<file path="src/rtl/audio_mux_pkg.sv">
// Shared register map, control/status bit positions and block-fill FSM states
// for the multi-channel CPU audio mux.
package audio_mux_pkg;

    localparam int CH_BASE   = 'h00;
    localparam int CTRL      = 'h10;
    localparam int BUFSIZE   = 'h11;
    localparam int STATUS    = 'h12;
    localparam int FRAME_CNT = 'h13;

    localparam int CTRL_JACK_BIT      = 0;
    localparam int CTRL_IRQ_EN_BIT    = 1;
    localparam int STATUS_DONE_BIT    = 0;
    localparam int STATUS_OVERRUN_BIT = 1;
    localparam int STATUS_CNT_LSB     = 8;

    typedef enum logic [1:0] {
        IDLE = 2'd0,
        FILL = 2'd1,
        DONE = 2'd2
    } fill_state_e;

endpackage

</file>
<file path="src/rtl/syncro_2.sv">
// Two-flop synchroniser bringing an asynchronous level into the clk domain.
module syncro_2 (
    input  logic clk,
    input  logic reset_reg_N,
    input  logic d,
    output logic q
);
    logic meta_q;
    logic sync_q;

    always_ff @(posedge clk or negedge reset_reg_N) begin
        if (!reset_reg_N) begin
            meta_q <= 1'b0;
            sync_q <= 1'b0;
        end else begin
            meta_q <= d;
            sync_q <= meta_q;
        end
    end

    assign q = sync_q;
endmodule

</file>
<file path="src/rtl/audio_mux_mc.sv">
// Multi-channel audio frame snapshot exposed on the CPU register bus, with
// I2S / block-fill voice-engine trigger generation, overrun flag and block-done irq.
module audio_mux_mc
    import audio_mux_pkg::*;
#(
    parameter int NUM_CH        = 4,
    parameter int AUD_BIT_DEPTH = 24,
    parameter int FIFO_WIDTH    = 6,
    parameter int ADDR_WIDTH    = 5
) (
    input  logic                            clk,
    input  logic                            reset_reg_N,
    input  logic [ADDR_WIDTH-1:0]           address,
    input  logic                            read,
    input  logic                            write,
    input  logic [31:0]                     datain,
    output logic [31:0]                     dataout,
    input  logic [NUM_CH*AUD_BIT_DEPTH-1:0] sound_in,
    input  logic                            sample_valid,
    input  logic                            xxxx_top,
    input  logic                            lrck,
    input  logic                            run,
    output logic [NUM_CH-1:0]               ch_read,
    output logic                            trig,
    output logic                            i2s_enable,
    output logic                            irq
);
    localparam int CW       = FIFO_WIDTH + 1;
    localparam int CNT_SHOW = (CW > 8) ? 8 : CW;
    localparam logic [ADDR_WIDTH-1:0] A_CTRL      = ADDR_WIDTH'(CTRL);
    localparam logic [ADDR_WIDTH-1:0] A_BUFSIZE   = ADDR_WIDTH'(BUFSIZE);
    localparam logic [ADDR_WIDTH-1:0] A_STATUS    = ADDR_WIDTH'(STATUS);
    localparam logic [ADDR_WIDTH-1:0] A_FRAME_CNT = ADDR_WIDTH'(FRAME_CNT);
    localparam logic [NUM_CH-1:0]     ALL_READ    = '1;

    logic [AUD_BIT_DEPTH-1:0] snap_q [NUM_CH];
    logic [AUD_BIT_DEPTH-1:0] snap_d [NUM_CH];
    logic [31:0]       dataout_q, dataout_d, frame_cnt_q, frame_cnt_d;
    logic              jack_act_q, jack_act_d, jack_prev_q, jack_prev_d;
    logic              irq_en_q, irq_en_d, irq_q, irq_d;
    logic [CW-1:0]     bufsize_q, bufsize_d, active_size_q, active_size_d;
    logic [CW-1:0]     counter_q, counter_d;
    logic              run_trig_q, run_trig_d, block_done_q, block_done_d;
    logic              overrun_q, overrun_d;
    logic [NUM_CH-1:0] read_mask_q, read_mask_d;
    fill_state_e       state_q, state_d;

    logic        lrck_synced;
    logic        jack_rise, jack_fall;
    logic [31:0] status_word, ctrl_word;
    logic [CW:0] issued;
    logic        unused_datain;

    syncro_2 u_lrck_sync (
        .clk         (clk),
        .reset_reg_N (reset_reg_N),
        .d           (lrck),
        .q           (lrck_synced)
    );

    generate
        for (genvar gi = 0; gi < NUM_CH; gi++) begin : g_ch
            assign ch_read[gi] = read && (address == ADDR_WIDTH'(CH_BASE + gi));
            assign snap_d[gi]  = sample_valid ? sound_in[gi*AUD_BIT_DEPTH +: AUD_BIT_DEPTH]
                                              : snap_q[gi];
        end
    endgenerate

    assign jack_rise     = jack_act_q && !jack_prev_q;
    assign jack_fall     = !jack_act_q && jack_prev_q;
    assign unused_datain = ^datain[31:CW];

    always_comb begin
        status_word = '0;
        status_word[STATUS_DONE_BIT]    = block_done_q;
        status_word[STATUS_OVERRUN_BIT] = overrun_q;
        status_word[STATUS_CNT_LSB +: CNT_SHOW] = counter_q[CNT_SHOW-1:0];
        ctrl_word = '0;
        ctrl_word[CTRL_JACK_BIT]   = jack_act_q;
        ctrl_word[CTRL_IRQ_EN_BIT] = irq_en_q;
    end

    always_comb begin
        dataout_d     = dataout_q;
        frame_cnt_d   = frame_cnt_q;
        jack_act_d    = jack_act_q;
        jack_prev_d   = jack_act_q;
        irq_en_d      = irq_en_q;
        bufsize_d     = bufsize_q;
        active_size_d = active_size_q;
        counter_d     = counter_q;
        run_trig_d    = 1'b0;
        block_done_d  = block_done_q;
        overrun_d     = overrun_q;
        read_mask_d   = read_mask_q;
        state_d       = state_q;
        irq_d         = block_done_q && irq_en_q;
        issued        = {1'b0, counter_q} + (CW+1)'(run_trig_q);

        if (read) begin
            unique case (address)
                A_CTRL:      dataout_d = ctrl_word;
                A_BUFSIZE:   dataout_d = 32'(bufsize_q);
                A_STATUS:    dataout_d = status_word;
                A_FRAME_CNT: dataout_d = frame_cnt_q;
                default:     dataout_d = '0;
            endcase
            // Samples are left-justified so software sees a signed 32-bit value.
            for (int i = 0; i < NUM_CH; i++) begin
                if (ch_read[i]) dataout_d = 32'(snap_q[i]) << (32 - AUD_BIT_DEPTH);
            end
        end

        if (write) begin
            unique case (address)
                A_CTRL: begin
                    jack_act_d = datain[CTRL_JACK_BIT];
                    irq_en_d   = datain[CTRL_IRQ_EN_BIT];
                end
                A_BUFSIZE: bufsize_d = datain[CW-1:0];
                A_STATUS: begin
                    if (datain[STATUS_DONE_BIT])    block_done_d = 1'b0;
                    if (datain[STATUS_OVERRUN_BIT]) overrun_d    = 1'b0;
                end
                default: ;
            endcase
        end

        // A new frame invalidates the read-tracking of the previous one.
        if (sample_valid) begin
            frame_cnt_d = frame_cnt_q + 32'd1;
            read_mask_d = '0;
            if (read_mask_q != ALL_READ) overrun_d = 1'b1;
        end else begin
            read_mask_d = read_mask_q | ch_read;
        end

        if (jack_fall) begin
            state_d   = IDLE;
            counter_d = '0;
        end else begin
            unique case (state_q)
                IDLE: begin
                    counter_d = '0;
                    if (jack_rise && bufsize_q != '0) begin
                        state_d       = FILL;
                        active_size_d = bufsize_q;
                    end
                end
                FILL: begin
                    counter_d = counter_q + CW'(run_trig_q);
                    if (counter_q == active_size_q) begin
                        state_d      = DONE;
                        block_done_d = 1'b1;
                    end else begin
                        // An in-flight pulse already counts toward the block.
                        run_trig_d = xxxx_top && !run && (issued < {1'b0, active_size_q});
                    end
                end
                DONE: begin
                    if (jack_rise) begin
                        counter_d = '0;
                        if (bufsize_q != '0) begin
                            state_d       = FILL;
                            active_size_d = bufsize_q;
                        end else begin
                            state_d = IDLE;
                        end
                    end
                end
                default: state_d = IDLE;
            endcase
        end
    end

    always_ff @(posedge clk or negedge reset_reg_N) begin
        if (!reset_reg_N) begin
            for (int i = 0; i < NUM_CH; i++) snap_q[i] <= '0;
            dataout_q     <= '0;
            frame_cnt_q   <= '0;
            jack_act_q    <= 1'b0;
            jack_prev_q   <= 1'b0;
            irq_en_q      <= 1'b0;
            irq_q         <= 1'b0;
            bufsize_q     <= '0;
            active_size_q <= '0;
            counter_q     <= '0;
            run_trig_q    <= 1'b0;
            block_done_q  <= 1'b0;
            overrun_q     <= 1'b0;
            read_mask_q   <= '1;
            state_q       <= IDLE;
        end else begin
            for (int i = 0; i < NUM_CH; i++) snap_q[i] <= snap_d[i];
            dataout_q     <= dataout_d;
            frame_cnt_q   <= frame_cnt_d;
            jack_act_q    <= jack_act_d;
            jack_prev_q   <= jack_prev_d;
            irq_en_q      <= irq_en_d;
            irq_q         <= irq_d;
            bufsize_q     <= bufsize_d;
            active_size_q <= active_size_d;
            counter_q     <= counter_d;
            run_trig_q    <= run_trig_d;
            block_done_q  <= block_done_d;
            overrun_q     <= overrun_d;
            read_mask_q   <= read_mask_d;
            state_q       <= state_d;
        end
    end

    assign dataout    = dataout_q;
    assign irq        = irq_q;
    assign i2s_enable = (active_size_q == '0);
    assign trig       = i2s_enable ? lrck_synced : run_trig_q;

endmodule

</file>
<file path="config.mk">
export PLATFORM = sky130hd
export DESIGN_NAME = audio_mux_mc
export DESIGN_NICKNAME = d
export VERILOG_FILES = /design/src/rtl/audio_mux_pkg.sv /design/src/rtl/syncro_2.sv /design/src/rtl/audio_mux_mc.sv
export SDC_FILE = /design/constraint.sdc
export NUM_CORES = 1
export LEC_CHECK = 0
export ABC_AREA = 1
export BUFFER_PORTS_ARGS = -buffer_cell sky130_fd_sc_hd__buf_2
export CAP_MARGIN = 20
export CORE_MARGIN = 1.5
export CORE_UTILIZATION = 51
export DETAILED_ROUTE_END_ITERATION = 6
export PLACE_DENSITY = 0.86
export SYNTH_ARGS = -nofsm -noshare
export SYNTH_HDL_FRONTEND = slang
export SYNTH_HIERARCHICAL = 1
export SYNTH_SLANG_ARGS = --single-unit
</file>
<file path="constraint.sdc">
create_clock -name clk -period 2.7 [get_ports clk]
set_clock_uncertainty 0.1 [all_clocks]
set_input_delay 0 -clock clk [delete_from_list [all_inputs] [get_ports clk]]
set_output_delay 0 -clock clk [all_outputs]
set_load 0.005 [all_outputs]
</file>
Word level (Yosys, flattened, before mapping)
Cells that the tools add are included.
{ "totals": {"regBits": 196, "inputBits": 141, "output_inout_bits": 39, "wordCells": 101} }
{ "classes": {"add_sub_neg": 3, "magnitude_cmp": 1, "n_eq_ne": 17, "mux": 34, "bitwise": 2, "reduce_logical": 24} }
{ "ops": {"columns": ["operator", "n"], "rows": [
  ["$mux W32", 4],
  ["$pmux W32 S4", 1],
  ["$mux W7", 5],
  ["$add A32 B1 Y32 const B", 1],
  ["$pmux W7 S3", 1],
  ["$eq A5 B5 Y1 const B", 4],
  ["$mux W1", 16],
  ["$pmux W7 S2", 1],
  ["$eq A5 B2 Y1 const B", 2],
  ["$logic_and A1 B1 Y1", 10],
  ["$ne A3 B3 Y1 const B", 3],
  ["$add A7 B1 Y8", 1],
  ["$lt A8 B7 Y1", 1],
  ["$mux W2", 4],
  ["$add A7 B1 Y7", 1],
  ["$eq A7 B7 Y1", 1],
  ["$logic_not A7 Y1", 1],
  ["$reduce_bool A7 Y1", 1],
  ["$ne A2 B2 Y1 const B", 3],
  ["$pmux W2 S3", 1],
  ["$reduce_and A2 Y1", 3],
  ["$eq A5 B1 Y1 const B", 1],
  ["$logic_not A5 Y1", 1],
  ["$reduce_and A5 Y1", 1],
  ["11 further kinds", 13]
]} }

Logic depth before layout (Yosys ltp)
Gate-level depths: netlist of run 1.
{ "depth": {"ltp_word": 6, "depth_mapped": 15} }

Cells and area by module
Netlist of run 1, hierarchy kept.
{ "modules_own_cells": {"columns": ["module", "n_inst", "cells_each", "area_each_um2", "seq_area_each_um2"], "rows": [
  ["audio_mux_mc", 1, 1164, 9286.4, 4859.7],
  ["syncro_2", 1, 2, 50.0, 50.0]
]} }

Worst setup path after synthesis of run 1
Ideal clock, no wire load.
{ "synth_timing": {"kind": "register to register", "from": "register counter_q[0]", "to": "register run_trig_q", "setup_ns": 0.077, "arrival_ns": 1.787, "required_time_ns": 2.523, "slack_ns": 0.736, "stages_incl_launch_ff": 14, "synth_period_minus_slack_ns": 1.964, "cell_sequence": "dfrtp_1 -> ha_1 -> ha_1 -> nand2_1 -> inv_1 -> nand4_1 -> xor2_1 -> inv_1 -> ha_1 -> nor2_1 -> nand2_1 -> a21oi_1 -> nand3_1 -> a21oi_1"} }
{ "synth_via": {"elab_chain_cells": 6} }
{ "synth_lines": {"columns": ["item", "line_no", "rtl"], "rows": [
  ["from (decl)", "audio_mux_mc.sv:42", "logic [CW-1:0] counter_q, counter_d;"],
  ["from (signal assigned)", "audio_mux_mc.sv:203", "counter_q <= counter_d;"],
  ["$add A7 B1 Y8", "audio_mux_mc.sv:98", "issued = {1'b0, counter_q} + (CW+1)'(run_trig_q);"],
  ["$lt A8 B7 Y1", "audio_mux_mc.sv:157", "run_trig_d = xxxx_top && !run && (issued < {1'b0, active_size_q});"],
  ["$logic_and A1 B1 Y1", "audio_mux_mc.sv:157", null],
  ["$mux W1 *", "audio_mux_mc.sv:152", "if (counter_q == active_size_q) begin"],
  ["$mux W1 *", "audio_mux_mc.sv:142", "unique case (state_q)"],
  ["$mux W1 *", "audio_mux_mc.sv:138", "if (jack_fall) begin"],
  ["named net run_trig_d", "audio_mux_mc.sv:43", "logic run_trig_q, run_trig_d, block_done_q, block_done_d;"],
  ["to (signal assigned)", "audio_mux_mc.sv:204", "run_trig_q <= run_trig_d;"],
  ["to (decl)", "audio_mux_mc.sv:43", null]
]} }
The timed path passes the listed nets; every way through them passes the cells marked *.
A chain may end at the register's enable or synchronous reset.

Worst setup path after layout of run 1
{ "layout_timing": {"from": "input address[2]", "to": "register dataout_q[16], in the netlist dataout[16]"} }
{ "layout_via": {"elab_chain_cells": 6} }
{ "layout_lines": {"columns": ["item", "line_no", "rtl"], "rows": [
  ["from (decl)", "audio_mux_mc.sv:13", "input logic [ADDR_WIDTH-1:0] address,"],
  ["$eq A5 B5 Y1 / $logic_not A5 Y1 (equally long branches)", "audio_mux_mc.sv:101, audio_mux_mc.sv:63", null],
  ["$pmux W32 S4 / $logic_and A1 B1 Y1 (equally long branches)", "audio_mux_mc.sv:101, audio_mux_mc.sv:63", null],
  ["$mux W32 (3 in series)", "audio_mux_mc.sv:110", "if (ch_read[i]) dataout_d = 32'(snap_q[i]) << (32 - AUD_BIT_DEPTH);"],
  ["$mux W32 *", "audio_mux_mc.sv:110", null],
  ["to (signal assigned)", "audio_mux_mc.sv:195", "dataout_q <= dataout_d;"],
  ["to (decl)", "audio_mux_mc.sv:38", "logic [31:0] dataout_q, dataout_d, frame_cnt_q, frame_cnt_d;"]
]} }
Mark *: on every way between the ends. The rest lies on a longest branch, timed or not.

==> summary.txt, run 1 <==
Power and ir drop
  – Logic gate share of total power: 0.171
  – Net load switching power: 0.002195 W
  – Leakage: 6.323 nW
  – Switching share of power: 0.2944
  – Register share of total power: 0.475
  – P per Cell Area: 609.1 nW/um^2
  – Internal power: 0.005259 W
  – Peak supply drop: 505.0 uV
  – Clock power frac: 0.354

Logic synthesis
  – Syn nets: 1318
  – FF+latch count, synth: 196
  – FFs w/ async S/R, synth: 1.000
  – Register area share after synthesis: 0.5259
  – Cells after Synth: 1166
  – Warnings, synthesis: 6
  – Mean Syn Cell Area: 8.007 sq um
  – Top post-synthesis cells by area: dfrtp_1 (51%), nand2_1 (21%), inv_1 (3.7%)
  – Yosys top cell area share: 0.5146
  – Mapped Area: 9336 sq um
  – Top cell type by total area after synthesis: dfrtp_1
  – Post-synth EDFFs: 0
  – Post-synthesis cell type count: 37
  – Ys flop type: dfrtp_1

STA
  – Fin. max-slew vios: 0
  – Final count of hold timing violations: 0
  – Slew headroom: 0.5101
  – Final count of negative-setup-slack endpoints: 0
  – Final period util: 0.9333
  – Setup TNS: 0 ns
  – Crit path time final: 2.520 ns
  – RSZ-0062 raised after global routing: false
  – Tightest Pin Transition: 0.7348 ns
  – Max frequency: 0.3968 GHz

Clock network
  – Root buffer cell: clkbuf_16
  – CTS tree: yes
  – CTS clk-pin slew, worst paths: 0.07 ns
  – CTS Buf Count: 17
  – H-tree levels: 4
  – CTS resizes: 0
  – Clock net sink count: 196
  – CTS max path bufs: 2
  – Clock latency on the worst-skew pair: 0.44 ns

Floorplan
  – Io pins: 180
  – Die Area: 19130 sq um
  – Initial Util: 0.5197
  – Die Y-Extent: 138.3 microns
  – FP Rows: 49
  – Die width: 138.3 microns
  – Core Area: 17960 sq um

Critical path
  – Cell Chain, Critical Path: dlygate4sd3_1 > buf_2 > nor2_4 > dlygate4sd3_1 > nand2_1 > nor2_4 > dlygate4sd3_1 > inv_1 > o21ai_0 > nor2_1 > nand3_1 > nand2_1 > nand2_1
  – CP Buf/Inv Count: 5
  – Critical Path RT: 2.97 ns
  – Peak fanout along the critical path: 5
  – Crit. End Element: register
  – CP peak stage delay: 0.60 ns
  – Crit path launch type: primary input
  – Crit Path Class: in2reg
  – Worst EP arrival: 2.79 ns
  – Top Family by Delay on Critical Path: buffers and inverters
  – Worst R2R Setup Slack: 0.51 ns
  – CP max stage cell: dlygate4sd3_1

GRT
  – Total global routing overflow: 0
  – Initial antenna violation count: 1
  – Total track usage: 0.3095
  – First-pass GRT wire length: 46930 microns
  – Number of global-route vias before repair: 9179
  – Pin count of the biggest net entering global routing: 92

Final layout
  – Post-route insts no fill: 1685
  – Total Nets Final: 1594
  – Most frequent cells in the layout: nand2_1 (513), dfrtp_1 (192), buf_2 (152)
  – Most common cell after layout, fill and taps aside: nand2_1
  – Fraction of layout cells with a size suffix above 1: 0.1643
  – Area Overhead vs Synth: 31.08%

Routing
  – Vias/cell: 5.453
  – Initial drt markers: 898
  – Via count: 9189
  – WL final: 29080 microns
  – Routed Antenna Nets: 0
  – WL/cell: 17.26 microns
  – Post-route DRC: 0
  – 1st-pass router iterations: 5

Placed design
  – IO Port Bufs: 154
  – Inst Count DP: 1522
  – RD Place Congestion: 0.9234
  – Post-detail-place hpwl: 16870 microns

Run status
  – Status: complete, no violations

Worst hold path
  – HP Class: in2reg

Flow run
  – Maxcap violations: 0
==> flip-flops by register name, summed over array words and instances (netlist names), 2 cells and up <==
name	cells
snap_q	96
dataout	32
frame_cnt_q	32
active_size_q	7
bufsize_q	7
counter_q	7
read_mask_q	4
state_q	2
==> power groups by stage <==
| stage | logic (W) | clock network [W] | registers [W] |
|---|---|---|---|
| after floorplan | 0.000698 | 0 | 0.00350 |
| after global placement | 0.00105 | 0 | 0.00355 |
| after detailed placement | 0.00109 | 0 | 0.00356 |
| after CTS | 0.00124 | 0.00263 | 0.00352 |
| after global routing | 0.00144 | 0.00279 | 0.00357 |
| final | 0.00128 | 0.00264 | 0.00354 |
==> through the flow <==
| step | utilization | power [W] | setup WS [ns] | hold slack [ns] | area (sq um) |
|---|---|---|---|---|---|
| finish | 0.6813 | 0.007454 | 0.1801 | 0.009399 | 12240 |
| global route | 0.6813 | 0.007793 | 0.06951 | 0.03310 | 12240 |
| CTS | 0.6803 | 0.007394 | 0.02521 | 0.0008348 | 12220 |
| detailed placement | 0.5755 | 0.004655 | 0.5639 | 0.02037 | 10340 |
| global placement | 0.5755 | 0.004604 | 0.5799 | 0.008320 | 10340 |
| floorplan | - | 0.004196 | 0.7355 | -0.3956 | 9336 |
==> worst min-delay path: cells and delay by family <==
kind	cells	cell delay, ns
AND/OR/NAND/NOR	5	0.41
buffers and inverters	1	0.10
==> final timing paths <==
path | endpoint | cells after the start | from
min in group asynchronous | snap_q[50] | 2 | reset_reg_N
max in group asynchronous | dataout[17] | 3 | reset_reg_N
hold / removal | dataout[7] | 6 | address[3]
hold reg to reg | u_lrck_sync/q | 0 | u_lrck_sync/meta_q
setup reg to reg | run_trig_q | 13 | counter_q[0]
setup / recovery | dataout[16] | 13 | address[2]
==> synth_stat cells, types with 2 or more instances <==
cell type  number
nand3_2         4
o21a_1          2
buf_1           3
nor2_2          4
a22oi_1         4
o2111ai_1       8
inv_2           2
o22ai_1         8
xor2_1         23
nor2_1         62
xnor2_1         6
buf_4           6
nor3_1         14
dfstp_2         4
inv_1          91
nand3_1        33
clkbuf_1       19
ha_1           11
nor3_2          2
nor2_4         10
nand2_1       513
dfrtp_1       192
a21oi_1        50
nand4_1        16
o21ai_1         5
o21ai_0        46
buf_2          13
nand2_2         6
==> area by class of cell <==
cell class                      count  area, sq um
Sequential cell                   196         4910
Antenna cell                        1        2.502
Clock inverter                     12        153.9
Tap cell                          229        286.5
Fill cell                        1216         5725
Multi-Input combinational cell    834         3867
Inverter                           94        355.3
Timing Repair Buffer              299         2216
Clock buffer                       20        446.7
==> what timing repair did <==
| item | CTS | global route |
|---|---|---|
| hold buffers | 128 | 0 |
| hold endpoints to repair | 208 | 0 |
| setup endpoints to repair | 0 | 1 |
| setup buffers | 0 | 2 |
==> cells by family (layout without fill, tap and decap cells) <==
group           Yosys count  in the layout  synth area share
simple gates            669            669            0.2989
buf+inv                 136            425           0.05990
other cells               0              1                 0
fa+ha+maj                11             11           0.01474
compound gates          125            125           0.07344
xor+xnor                 29             29           0.02720
flops                   196            196            0.5259
==> layer usage <==
metal | global-route usage | wire, microns
met5 | 0 | 0
met4 | 0.1535 | 1368
met3 | 0.07586 | 2440
met2 | 0.5098 | 14100
met1 | 0.3820 | 11170
No activity file was read; power rests on OpenSTA's default activity.
==> inputs of run 2 (changes only) <==
Settings changed: CORE_UTILIZATION 51 to 40, PLACE_DENSITY 0.86 to 0.73.
==> run 2 against run 1 <==
  * Final cell count is 4.9% higher
  * Design area is 0.54% higher
  * Sequential share of layout area is 0.22 points lower
  * First-iteration DRC count is 35% lower
  * Setup slack better by 0.12 ns
  * Clock-buffer cell count is 1 lower
  * Die area is 27% higher
  * Critical endpoint is now ch_read[0]
==> summary.txt, run 2 (synthesis results as in run 1) <==
Critical path
  – Worst R2R Setup Slack: 0.55 ns
  – Crit path launch type: primary input
  – Critical Path RT: 2.60 ns
  – Levels on crit path: 8
  – Peak fanout along the critical path: 15
  – CP Launch Point: address[2]
  – Top Family by Delay on Critical Path: buffers and inverters
  – Crit. End Element: primary output
  – CP peak stage delay: 0.59 ns
  – Worst reg2reg path depth: 13
  – Reg2reg end: run_trig_q
  – Cell Chain, Critical Path: dlygate4sd3_1 > buf_2 > nor2_4 > dlygate4sd3_1 > nand2_1 > nor2_4 > buf_4 > buf_2
  – Worst EP arrival: 2.30 ns
  – Worst r2r src: counter_q[0]
  – CP endpoint: ch_read[0]
  – CP max stage cell: dlygate4sd3_1
  – CP Buf/Inv Count: 5
  – Crit Path Class: in2out

Run status
  – Status: complete, no violations

GRT
  – Initial antenna violation count: 1
  – Number of global-route vias before repair: 8560
  – First-pass GRT wire length: 43640 microns
  – Total track usage: 0.2298
  – Pin count of the biggest net entering global routing: 109
  – Total global routing overflow: 0

STA
  – Final count of negative-setup-slack endpoints: 0
  – Setup WS post-layout: 0.2995 ns
  – Final count of hold timing violations: 0
  – Hold slack: 0.01533 ns
  – Max frequency: 0.4166 GHz
  – RSZ-0062 raised after global routing: false
  – Slew headroom: 0.3044
  – Crit path time final: 2.401 ns
  – Setup TNS: 0 ns
  – Final period util: 0.8891
  – Fin. max-slew vios: 0
  – Tightest Pin Transition: 1.043 ns

Clock network
  – CTS resizes: 0
  – Setup Fix Bufs, Post-CTS: 0
  – Clock latency on the worst-skew pair: 0.44 ns
  – CTS tree: yes
  – Root buffer cell: clkbuf_16
  – Clock net sink count: 196
  – CTS max path bufs: 2
  – CTS Buf Count: 17
  – CTS clk-pin slew, worst paths: 0.07 ns
  – H-tree levels: 4

Floorplan
  – Initial Util: 0.4099
  – Io pins: 180
  – Die width: 155.8 microns
  – Die Area: 24270 sq um
  – FP Rows: 55
  – Core Area: 22780 sq um
  – Die Y-Extent: 155.8 microns

Routing
  – 1st-pass router iterations: 7
  – Vias/cell: 4.913
  – Initial drt markers: 586
  – Routed Antenna Nets: 0
  – WL final: 26870 microns
  – WL/cell: 15.20 microns
  – Via count: 8687
  – Post-route DRC: 0

Final layout
  – Most frequent cells in the layout: nand2_1 (513), dfrtp_1 (192), buf_2 (152)
  – Most common cell after layout, fill and taps aside: nand2_1
  – Reg with most FFs: snap_q
  – Total Nets Final: 1592
  – Fraction of layout cells with a size suffix above 1: 0.1610
  – Area Overhead vs Synth: 31.79%
  – Post-route cell area: 12300 sq um
  – Max reg flops: 96

Power and ir drop
  – P per Cell Area: 585.5 nW/um^2
  – Leakage: 6.275 nW
  – Peak supply drop: 402.0 uV

Placed design
  – RD Place Congestion: 0.9079
  – Placed Instance Area: 10430 sq um
  – Post-detail-place hpwl: 17400 microns
  – Pre-CTS WS: 0.5537 ns
  – IO Port Bufs: 154

Worst hold path
  – HP Class: in2reg

Flow run
  – Maxcap violations: 0
==> run 2: cell types whose count changed in the layout (fill, tap and decap cells not counted), sizes merged, moves of 2 or more <==
cell / change
buf: -5
clkinvlp: +3
dlygate4sd3: +3
bufinv: -3
inv: +2
==> run 2: area by class of cell <==
type	count	area, sq um
Multi-Input combinational cell	834	3867
Clock inverter	13	121.4
Fill cell	2066	10470
Tap cell	313	391.6
Sequential cell	196	4910
Inverter	94	355.3
Antenna cell	2	5.005
Clock buffer	19	432.9
Timing Repair Buffer	297	2221
==> run 2: worst min path at each step <==
| stage | start | endpoint | depth (start not counted) |
|---|---|---|---|
| after global placement | reset_reg_N | dataout[28] | 1 |
| after detailed placement | reset_reg_N | dataout[28] | 1 |
| after global routing | address[4] | read_mask_q[0] | 6 |
| after floorplan | reset_reg_N | active_size_q[0] | 0 |
| after CTS | address[0] | read_mask_q[0] | 6 |
| final | address[0] | read_mask_q[0] | 6 |
==> run 2: timing repair <==
action / in CTS / in global routing
endpoints found under the hold margin: 317 / 0
hold buffers: 131 / 0
endpoints found under the setup margin: 0 / 0
==> run 2: stage by stage <==
stage	util	total power (W)	instances
6_report	0.5402	0.007204	1768
5_1_grt	0.5401	0.007590	1767
3_5_place_dp	0.4581	0.004671	1603
3_3_place_gp	0.4581	0.004631	1603
2_1_floorplan	-	0.004196	1166
4_1_cts	0.5400	0.007234	1766
==> run 2: power breakdown <==
group	internal [W]	switching (W)
Sequential	0.00326	0.000261
Clock	0.00121	0.00121
Combinational	0.000515	0.000750
Total	0.00499	0.00222
==> run 2: per-layer routing <==
layer | up-vias | routed length, microns | share of wire | track usage
li1 | 4227 | - | - | -
met1 | 4075 | 11840 | 0.44 | 0.3086
met2 | 304 | 12680 | 0.47 | 0.3642
met3 | 81 | 1357 | 0.050 | 0.04056
met4 | 0 | 999 | 0.037 | 0.1029
met5 | - | 0 | 0 | 0
==> run 2: worst min-delay path: cells and delay by family <==
kind | cells | cell delay, ns
buffers and inverters | 2 | 0.21
AO/OA/AOI/OAI | 1 | 0.07
AND/OR/NAND/NOR | 3 | 0.26
==> inputs of run 3 (changes only) <==
Settings changed: ABC_AREA 1 to not set.
==> run 3 against run 2 <==
  * The flow now finishes with violations (design-rule violations)
  * Wire length is 10% lower
  * First-iteration DRC count decreased by 21%
  * Largest cell class unchanged
  * Global-route usage decreased by 1.9 points
  * Sequential share of layout area rose by 1.6 points
  * Clock-buffer cell count decreased by 2
  * Sequential power barely moved
  * Power up 1.1%
  * Area after synthesis decreased by 3.4%
  * Sequential cell count is the same
  * Worst hold slack improved by 0.043 ns
  * Synthesized cell count fell by 36%
  * Largest power group unchanged
==> summary.txt, run 3 <==
Clock network
  – CTS max path bufs: 2
  – Clock latency on the worst-skew pair: 0.43 ns
  – H-tree levels: 4
  – Root buffer cell: clkbuf_16
  – CTS clk-pin slew, worst paths: 0.07 ns
  – Clock net sink count: 196
  – Setup Fix Bufs, Post-CTS: 0
  – CTS Buf Count: 17
  – CTS tree: yes

Routing
  – Post-route DRC: 4
  – Met2 wire len: 11320 microns
  – Metal3 WL: 1163 microns
  – WL/cell: 18.54 microns
  – Routed Antenna Nets: 0
  – Initial drt markers: 461
  – Met1 WL: 10830 microns
  – Vias/cell: 5.360
  – WL final: 24130 microns
  – 1st-pass router iterations: 7
  – Highest Signal Layer: met4
  – Via count: 6973

GRT
  – Total global routing overflow: 0
  – Pin count of the biggest net entering global routing: 82
  – Number of global-route vias before repair: 7293
  – First-pass GRT wire length: 38650 microns
  – Total track usage: 0.2108
  – Initial antenna violation count: 1

Critical path
  – Peak fanout along the critical path: 4
  – Crit Path Class: reg2reg
  – Critical Path RT: 2.95 ns
  – Crit path launch type: register
  – Crit. End Element: register
  – Worst R2R Setup Slack: 0.25 ns
  – Reg2reg end: run_trig_q
  – CP Launch Point: counter_q[0]
  – Worst reg2reg path depth: 9
  – Worst EP arrival: 2.70 ns
  – Worst r2r src: counter_q[0]
  – CP endpoint: run_trig_q

Final layout
  – Most common cell after layout, fill and taps aside: dfrtp_1
  – Area Overhead vs Synth: 31.31%
  – Max reg flops: 96
  – Layout Utilization: 0.5391
  – Total Nets Final: 1159
  – Post-route insts no fill: 1301
  – Fraction of layout cells with a size suffix above 1: 0.3353
  – Reg with most FFs: snap_q
  – Most frequent cells in the layout: dfrtp_1 (191), buf_2 (152), mux2_2 (112), dlygate4sd3_1 (112), nand2_1 (46)

Logic synthesis
  – Yosys top cell area share: 0.5329
  – Syn nets: 903
  – Post-synth EDFFs: 0
  – Mean Syn Cell Area: 12.01 sq um
  – XOR/XNOR share of the synthesized area: 0.04177
  – Post-synthesis cell type count: 58
  – FFs w/ async S/R, synth: 1.000
  – Ys flop type: dfrtp_1
  – Compound-Gate Fraction of Synth Area: 0.1270
  – Mapped Area: 9016 sq um
  – Warnings, synthesis: 6
  – Cells after Synth: 751
  – Post-synthesis mux area share: 0.1551
  – Register area share after synthesis: 0.5445
  – Simple-gate share of the synthesized area: 0.08784
  – Most numerous cell in the Yosys netlist: dfrtp_1
  – Top cell type by total area after synthesis: dfrtp_1
  – FF+latch count, synth: 196
  – Post-Synth Adder-Cell Area: 0.01527
  – Main combinational cell family by area after synthesis: multiplexers
  – Top post-synthesis cells by area: dfrtp_1 (53%), mux2_2 (14%), xnor2_1 (3.0%)
  – Synth top cells by count: dfrtp_1 (192), mux2_2 (112), nand2_1 (46)

Power and ir drop
  – Logic gate share of total power: 0.161
  – Clock power frac: 0.353
  – Peak supply drop: 448.4 uV
  – Net load switching power: 0.001990 W
  – Internal power: 0.005294 W
  – Leakage: 5.353 nW
  – Register share of total power: 0.486
  – P per Cell Area: 615.2 nW/um^2
  – Switching share of power: 0.2732

STA
  – Final count of hold timing violations: 0
  – Final period util: 0.9070
  – Tightest Pin Transition: 0.6843 ns
  – RSZ-0062 raised after global routing: false
  – Crit path time final: 2.449 ns
  – Fin. max-slew vios: 0
  – Slew headroom: 0.5438
  – Final count of negative-setup-slack endpoints: 0
  – Setup TNS: 0 ns
  – Max frequency: 0.4084 GHz
  – Hold slack: 0.05847 ns

Placed design
  – IO Port Bufs: 154
  – Post-detail-place hpwl: 16110 microns
  – RD Place Congestion: 0.8386
  – Inst Count DP: 1156

Floorplan
  – FP Rows: 54
  – Core Area: 21960 sq um
  – Die Area: 23450 sq um
  – Io pins: 180
  – Initial Util: 0.4106
  – Die Y-Extent: 153.1 microns
  – Die width: 153.1 microns

Run status
  – Status: finished with violations
  – Violated checks: design-rule violations

Worst hold path
  – HP Class: in2reg
  – Hold Path Stages: 5

Flow run
  – Maxcap violations: 0
==> run 3: cell types whose count changed after synthesis, sizes merged, moves of 14 or more <==
cell,change
nor2,-38
o21ai,-25
nand3,-20
mux2,+114
nand2,-472
clkbuf,+14
xnor2,+25
inv,-79
==> run 3: through the flow <==
stage / setup WS, ns / cell area, sq um / total power (W)
floorplan: 0.4588 / 9016 / 0.004200
global placement: 0.2483 / 10110 / 0.004593
detailed placement: 0.1209 / 10110 / 0.004631
CTS: 0.1023 / 11830 / 0.007329
global route: 0.03622 / 11840 / 0.007619
finish: 0.2512 / 11840 / 0.007284
==> run 3: kinds of logic after synthesis <==
kind of cell	count (synthesis)
flip-flops	196
AO/OA/AOI/OAI	158
AND/OR/NAND/NOR	158
multiplexers	123
buffers and inverters	62
XOR/XNOR	43
adder cells (fa/ha/maj)	11
==> run 3: cell type report <==
class	instances	area [sq um]
Antenna cell	1	2.502
Sequential cell	196	4911
Clock inverter	15	175.2
Timing Repair Buffer	282	2048
Clock buffer	17	425.4
Multi-Input combinational cell	493	3861
Fill cell	1828	10120
Inverter	17	65.06
Tap cell	280	350.3
==> run 3: worst max-delay path: stages, from the launching register on <==
cell and delay [ns]:
dfrtp_2 0.41, ha_1 0.19, ha_1 0.23, nand3_1 0.13, nor2_1 0.16, xor2_1 0.21, ha_1 0.29, a2111oi_2 0.31
o21ai_0 0.16, nor3_1 0.18
==> run 3: per-layer routing <==
metal	vias up	GRT usage
li1	3240	-
met1	3451	0.2810
met2	227	0.3281
met3	55	0.04395
met4	0	0.1027
met5	-	0
==> run 3: power by group through the flow <==
stage / logic, W / registers [W] / clock network, W
4_1_cts: 0.00117 / 0.00354 / 0.00262
5_1_grt: 0.00130 / 0.00359 / 0.00274
3_3_place_gp: 0.00101 / 0.00358 / 0
2_1_floorplan: 0.000694 / 0.00351 / 0
6_report: 0.00117 / 0.00354 / 0.00257
3_5_place_dp: 0.00104 / 0.00359 / 0
==> run 3: repair_timing <==
item	in CTS	in global routing
endpoints found under the setup margin	0	1
resized for setup	0	3
endpoints found under the hold margin	198	0
hold buffers	112	0
==> run 3: how the worst min path moves through the flow <==
stage / startpoint / endpoint / slack (ns)
2_1_floorplan: reset_reg_N / active_size_q[0] / -0.40
3_3_place_gp: reset_reg_N / snap_q[51] / -0.006
3_5_place_dp: reset_reg_N / snap_q[51] / -0.005
4_1_cts: address[3] / dataout[30] / 0.03
5_1_grt: address[4] / dataout[18] / 0.11
6_report: address[3] / dataout[18] / 0.06
